===== src/rtl/cpu_ctrl_pkg.sv =====
// Shared types for the CPU control sequencer: FSM states, instruction field codes,
// condition codes and datapath mux-select encodings.
package cpu_ctrl_pkg;

    typedef enum logic [2:0] {
        FETCH   = 3'd0,
        DECODE  = 3'd1,
        EXECUTE = 3'd2,
        MEM     = 3'd3,
        WB      = 3'd4,
        HALT    = 3'd5
    } state_e;

    localparam logic [3:0] OP_RTYPE  = 4'b0000;
    localparam logic [3:0] OP_LDST   = 4'b0100;
    localparam logic [3:0] OP_BCOND  = 4'b1100;

    localparam logic [3:0] EXT_LOAD  = 4'b0000;
    localparam logic [3:0] EXT_STOR  = 4'b0100;
    localparam logic [3:0] EXT_JAL   = 4'b1000;
    localparam logic [3:0] EXT_JCOND = 4'b1100;

    localparam logic [3:0] COND_EQ = 4'd0;
    localparam logic [3:0] COND_NE = 4'd1;
    localparam logic [3:0] COND_CS = 4'd2;
    localparam logic [3:0] COND_CC = 4'd3;
    localparam logic [3:0] COND_HI = 4'd4;
    localparam logic [3:0] COND_LS = 4'd5;
    localparam logic [3:0] COND_GT = 4'd6;
    localparam logic [3:0] COND_LE = 4'd7;
    localparam logic [3:0] COND_FS = 4'd8;
    localparam logic [3:0] COND_FC = 4'd9;
    localparam logic [3:0] COND_LO = 4'd10;
    localparam logic [3:0] COND_HS = 4'd11;
    localparam logic [3:0] COND_LT = 4'd12;
    localparam logic [3:0] COND_GE = 4'd13;
    localparam logic [3:0] COND_UC = 4'd14;
    localparam logic [3:0] COND_NV = 4'd15;

    localparam logic [1:0] PC_SEL_INC  = 2'd0;
    localparam logic [1:0] PC_SEL_DISP = 2'd1;
    localparam logic [1:0] PC_SEL_RTGT = 2'd2;

    localparam logic [1:0] WSEL_ALU  = 2'd0;
    localparam logic [1:0] WSEL_MEM  = 2'd1;
    localparam logic [1:0] WSEL_LINK = 2'd2;

endpackage


===== src/rtl/cpu_control_fsm_cond_eval.sv =====
// Branch/jump condition evaluator: maps the 4-bit condition field and the
// PSR flags {N,L,F,Z,C} to a take decision.
module cond_eval
    import cpu_ctrl_pkg::*;
(
    input  logic [3:0] cond_i,
    input  logic [4:0] psr_flags_i,
    output logic       take_o
);

    logic n, l, f, z, c;

    assign {n, l, f, z, c} = psr_flags_i;

    always_comb begin
        take_o = 1'b0;
        case (cond_i)
            COND_EQ: take_o = z;
            COND_NE: take_o = !z;
            COND_CS: take_o = c;
            COND_CC: take_o = !c;
            COND_HI: take_o = l;
            COND_LS: take_o = !l;
            COND_GT: take_o = n;
            COND_LE: take_o = !n;
            COND_FS: take_o = f;
            COND_FC: take_o = !f;
            COND_LO: take_o = !l && !z;
            COND_HS: take_o = l || z;
            COND_LT: take_o = !n && !z;
            COND_GE: take_o = n || z;
            COND_UC: take_o = 1'b1;
            COND_NV: take_o = 1'b0;
        endcase
    end

endmodule


===== config.mk =====
export PLATFORM = sky130hd
export DESIGN_NAME = cond_eval
export DESIGN_NICKNAME = d
export VERILOG_FILES = /design/src/rtl/cpu_ctrl_pkg.sv /design/src/rtl/cpu_control_fsm_cond_eval.sv
export SDC_FILE = /design/constraint.sdc
export NUM_CORES = 1
export LEC_CHECK = 0
export BUFFER_PORTS_ARGS = -buffer_cell sky130_fd_sc_hd__buf_4
export CORE_AREA = 2 2 39 41
export DETAILED_ROUTE_END_ITERATION = 7
export DIE_AREA = 0 0 41 43
export MAX_ROUTING_LAYER = met4
export SLEW_MARGIN = 5
export SYNTH_ARGS = -nofsm -noshare
export SYNTH_HDL_FRONTEND = slang
export SYNTH_SLANG_ARGS = --single-unit

===== constraint.sdc =====
create_clock -name vclk -period 2.4
set_input_delay 0.24 -clock vclk [all_inputs]
set_output_delay 0.24 -clock vclk [all_outputs]
set_load 0.01 [all_outputs]

-- Word level (Yosys, flattened, before mapping)
Index checks and enable logic that the tools add are counted.
- reductions and logical operators: 10
- muxes and demuxes: 1
- eq/ne operators: 15
- operators with widths (kind ; number):
    == test 4 bit, second input constant ; 8
    == test 4 x 3 -> 1 bit, second input constant ; 4
    one-hot mux 1 bit (16 select lines) ; 1
    == test 4 x 2 -> 1 bit, second input constant ; 2
    zero test 1 bit ; 5
    == test 4 x 1 -> 1 bit, second input constant ; 1
    zero test 4 bit ; 1
    logical AND 1 bit ; 2
    logical OR 1 bit ; 2
- register bits after elaboration: 0
- input port bits: 9

-- Depth between registers and ports, before layout
- word-level depth: 3
- depth in mapped cells: 5
- depth with buffers taken out: 4

-- Worst setup path before layout
OpenSTA, ideal clock, no wires.
- path kind: input to output
- from: input port cond_i[0]
- to: output port take_o
- stages on the path: 5
- setup slack: 954 ps
- arrival: 1206 ps
- cell sequence: buf_6 > or4b_1 > o31ai_1 > a211o_1 > a221o_1
- word-level cells in the longest chain between the ends: 2
- elaborated cells on any way between the ends: 17
- those cells by class: eq/ne: 15; mux: 1; reduce/logical: 1
- RTL lines (item ; RTL line ; source):
    start: declaration ; cpu_control_fsm_cond_eval.sv:6 ; input logic [3:0] cond_i,
    == test 4 bit (tied with other cells) ; cpu_control_fsm_cond_eval.sv:17 ; case (cond_i)
    one-hot mux 1 bit (16 select lines) (*) ; cpu_control_fsm_cond_eval.sv:17 ;
    end: declaration ; cpu_control_fsm_cond_eval.sv:8 ; output logic take_o
Mark *: on every way between the ends. The rest lies on a longest branch, timed or not.

-- Worst setup path in the final report
- from: input port cond_i[1]
- to: output port take_o
Same word-level chain as after synthesis.

==> summary.txt <==
Setup path
  – Crit-path max cell delay: 340 ps
  – WP data required: 2160 ps
  – Crit-path max FO: 8
  – Critical Path Start Type: input port
  – WP data arrival: 1370 ps
  – Endpoint class of the critical path: output port
  – Cell mode on critical path: buf_4
  – CP cell instances: buf_4, or2b_2, o21ai_0, a211o_1, a221o_1, buf_4
  – WS Path Type: in -> out
  – CP max stage cell: a221o_1

Global route
  – Initial antenna violation count: 0
  – Largest net degree at the start of global routing: 9
  – Total congestion overflow: 0
  – GR Layer Usage met1: 8.861%
  – Met2 usage: 5.625%
  – Vias in the first global route: 150
  – Met3 global-route usage: 0%
  – Most Crowded Layer GR: met1
  – First-pass GRT wire length: 621 um
  – GRT Total Usage: 4.708%

Cells and area
  – Fillers: 164
  – Clock buffer count: 0
  – # diodes: 0
  – Fraction of layout cells with a size suffix above 1: 40.63%
  – Sequential cells: 0
  – Area grow syn2layout: 45.58%
  – FF/Latch Area: 0 um^2
  – Final Net Count: 43

Place
  – HPWL after detailed placement: 339.5 um
  – Port Buf Inserts: 10
  – Routability Congestion: 0.7600

Logic synthesis
  – Mean Syn Cell Area: 7.997 um^2
  – Largest area contributor in the synthesized netlist: nand2b_1
  – Synth Warn #: 0
  – Total nets after synthesis: 32
  – Cells after Synth: 23
  – Post-synth cell types: 19
  – Register area share after synthesis: 0%
  – Post-synthesis cell area: 183.9 um^2
  – Largest cells by area after synthesis: nand2b_1 (14%), mux2i_1 (11%), nor3b_2 (6.8%), buf_6 (6.1%), a221o_1 (5.4%)
  – Synth top area share: 13.61%

Routing
  – Iteration-0 DRC count of the detailed router: 7
  – Routed WL per cell: 8.625 um
  – TritonRoute pass-1 iters: 3
  – Via density: 4.354
  – DRC Markers: 0
  – ANT nets after route: 0
  – Vias: 209
  – Final WL: 414 um

Floorplan
  – Die Y: 43 um
  – Core box area: 1384 um^2
  – Die area: 1763 um^2
  – Ports: 10
  – Die Wd: 41 um
  – Row Count: 14
  – Starting Density: 13.29%

STA
  – Hold Fails Final Rpt: 0
  – Setup tns final: 0 ps
  – Fin crit period: 1608 ps
  – Max Freq: 622.0 MHz
  – Slew headroom: 82.79%
  – Final setup viols: 0
  – Part of the cycle the worst path needs: 66.99%
  – RSZ-0062 raised after global routing: false
  – Final Max Tran Viols: 0
  – Slew of the pin with the lowest slew margin: 254.6 ps

Outcome
  – Status: finished clean

Clock tree
  – Post-CTS sizing: 0
  – Hold_buf cts: 0
  – Postcts setup bufs: 0

Hold path
  – Hold Crit Class: in -> out

Pwr
  – Cell area power density: 167.7 nW/um^2
  – LEAKAGE: 0.0001103 uW
  – VDD IR max: 0.05611 mV
  – Pwr Total: 44.91 uW

Job
  – Max-cap violations: 0
## power by group
group | internal (uW) | total [uW] | switching (uW) | leakage, uW
Clock | 0 | 0 | 0 | 0
Sequential | 0 | 0 | 0 | 0
Combinational | 26.7 | 44.9 | 18.2 | 0.000110
## cells in the final DEF, fill, tap and decap left out
| master | Yosys | final |
|---|---|---|
| buf_4 | 0 | 10 |
| nand2b_1 | 4 | 4 |
| mux2i_1 | 2 | 2 |
| nand2_1 | 1 | 1 |
| or2b_2 | 1 | 1 |
| o21ai_0 | 1 | 1 |
| nor3_1 | 1 | 1 |
| nor2b_1 | 1 | 1 |
| nor3b_2 | 1 | 1 |
| or4b_1 | 1 | 1 |
| o31ai_1 | 1 | 1 |
| a211o_1 | 1 | 1 |
| and2b_1 | 1 | 1 |
| xnor2_1 | 1 | 1 |
| o22a_2 | 1 | 1 |
| nor4b_1 | 1 | 1 |
| a31oi_1 | 1 | 1 |
| o32ai_1 | 1 | 1 |
| a221o_1 | 1 | 1 |
## cell usage after synthesis (all sizes together)
master	instances
a211o	1
a221o	1
a31oi	1
and2b	1
buf	1
mux2i	2
nand2	1
nand2b	4
nor2b	1
nor3	1
nor3b	1
nor4b	1
o21ai	1
o22a	1
o31ai	1
o32ai	1
or2b	1
or4b	1
xnor2	1
## area by class of cell
cell class                      instances  area [um^2]  share of cell area [%]
Multi-Input combinational cell         22        172.7                   64.49
Timing Repair Buffer                   10        75.07                   28.04
Tap cell                               16        20.02                   7.477
## through the flow
| stage | util (%) | instances | worst slack [ps] | hold slack [ps] | area, um^2 |
|---|---|---|---|---|---|
| final | 19.35 | 48 | 792.3 | 829.7 | 267.8 |
| after global routing | 19.35 | 48 | 733.3 | 848.6 | 267.8 |
| after CTS | 19.35 | 48 | 778.5 | 834.3 | 267.8 |
| after detailed placement | 19.35 | 48 | 779.1 | 834.3 | 267.8 |
| after global placement | 19.35 | 48 | 787.9 | 836.5 | 267.8 |
| after floorplan | - | 23 | 954.2 | 645.9 | 183.9 |
## worst max-delay path: cells and delay by family
family / cells / cell delay [ps]
compound gates: 3 / 700
buf+inv: 2 / 270
simple gates: 1 / 160
## final timing paths
kind / endpoint / from / slack, ps / depth (start not counted)
hold / removal: take_o / cond_i[3] / 830 / 3
setup / recovery: take_o / cond_i[1] / 790 / 6
## per-layer routing
metal	vias up	part of all wire [%]	wire length (um)
met4	0	0	0
met3	0	8.7	36
met1	91	54	225
li1	110	-	-
met5	-	0	0
met2	8	37	153
## cells by family (layout without fill, tap and decap cells)
family / after synthesis / after routing / synth area share (%)
and+or+nand+nor: 12 / 12 / 47.62
AOI/OAI and AO/OA: 7 / 7 / 30.62
muxes: 2 / 2 / 10.88
xor gates and xnor gates: 1 / 1 / 4.763
buffers and inverters: 1 / 10 / 6.122
(Power assumes the default switching activity.)
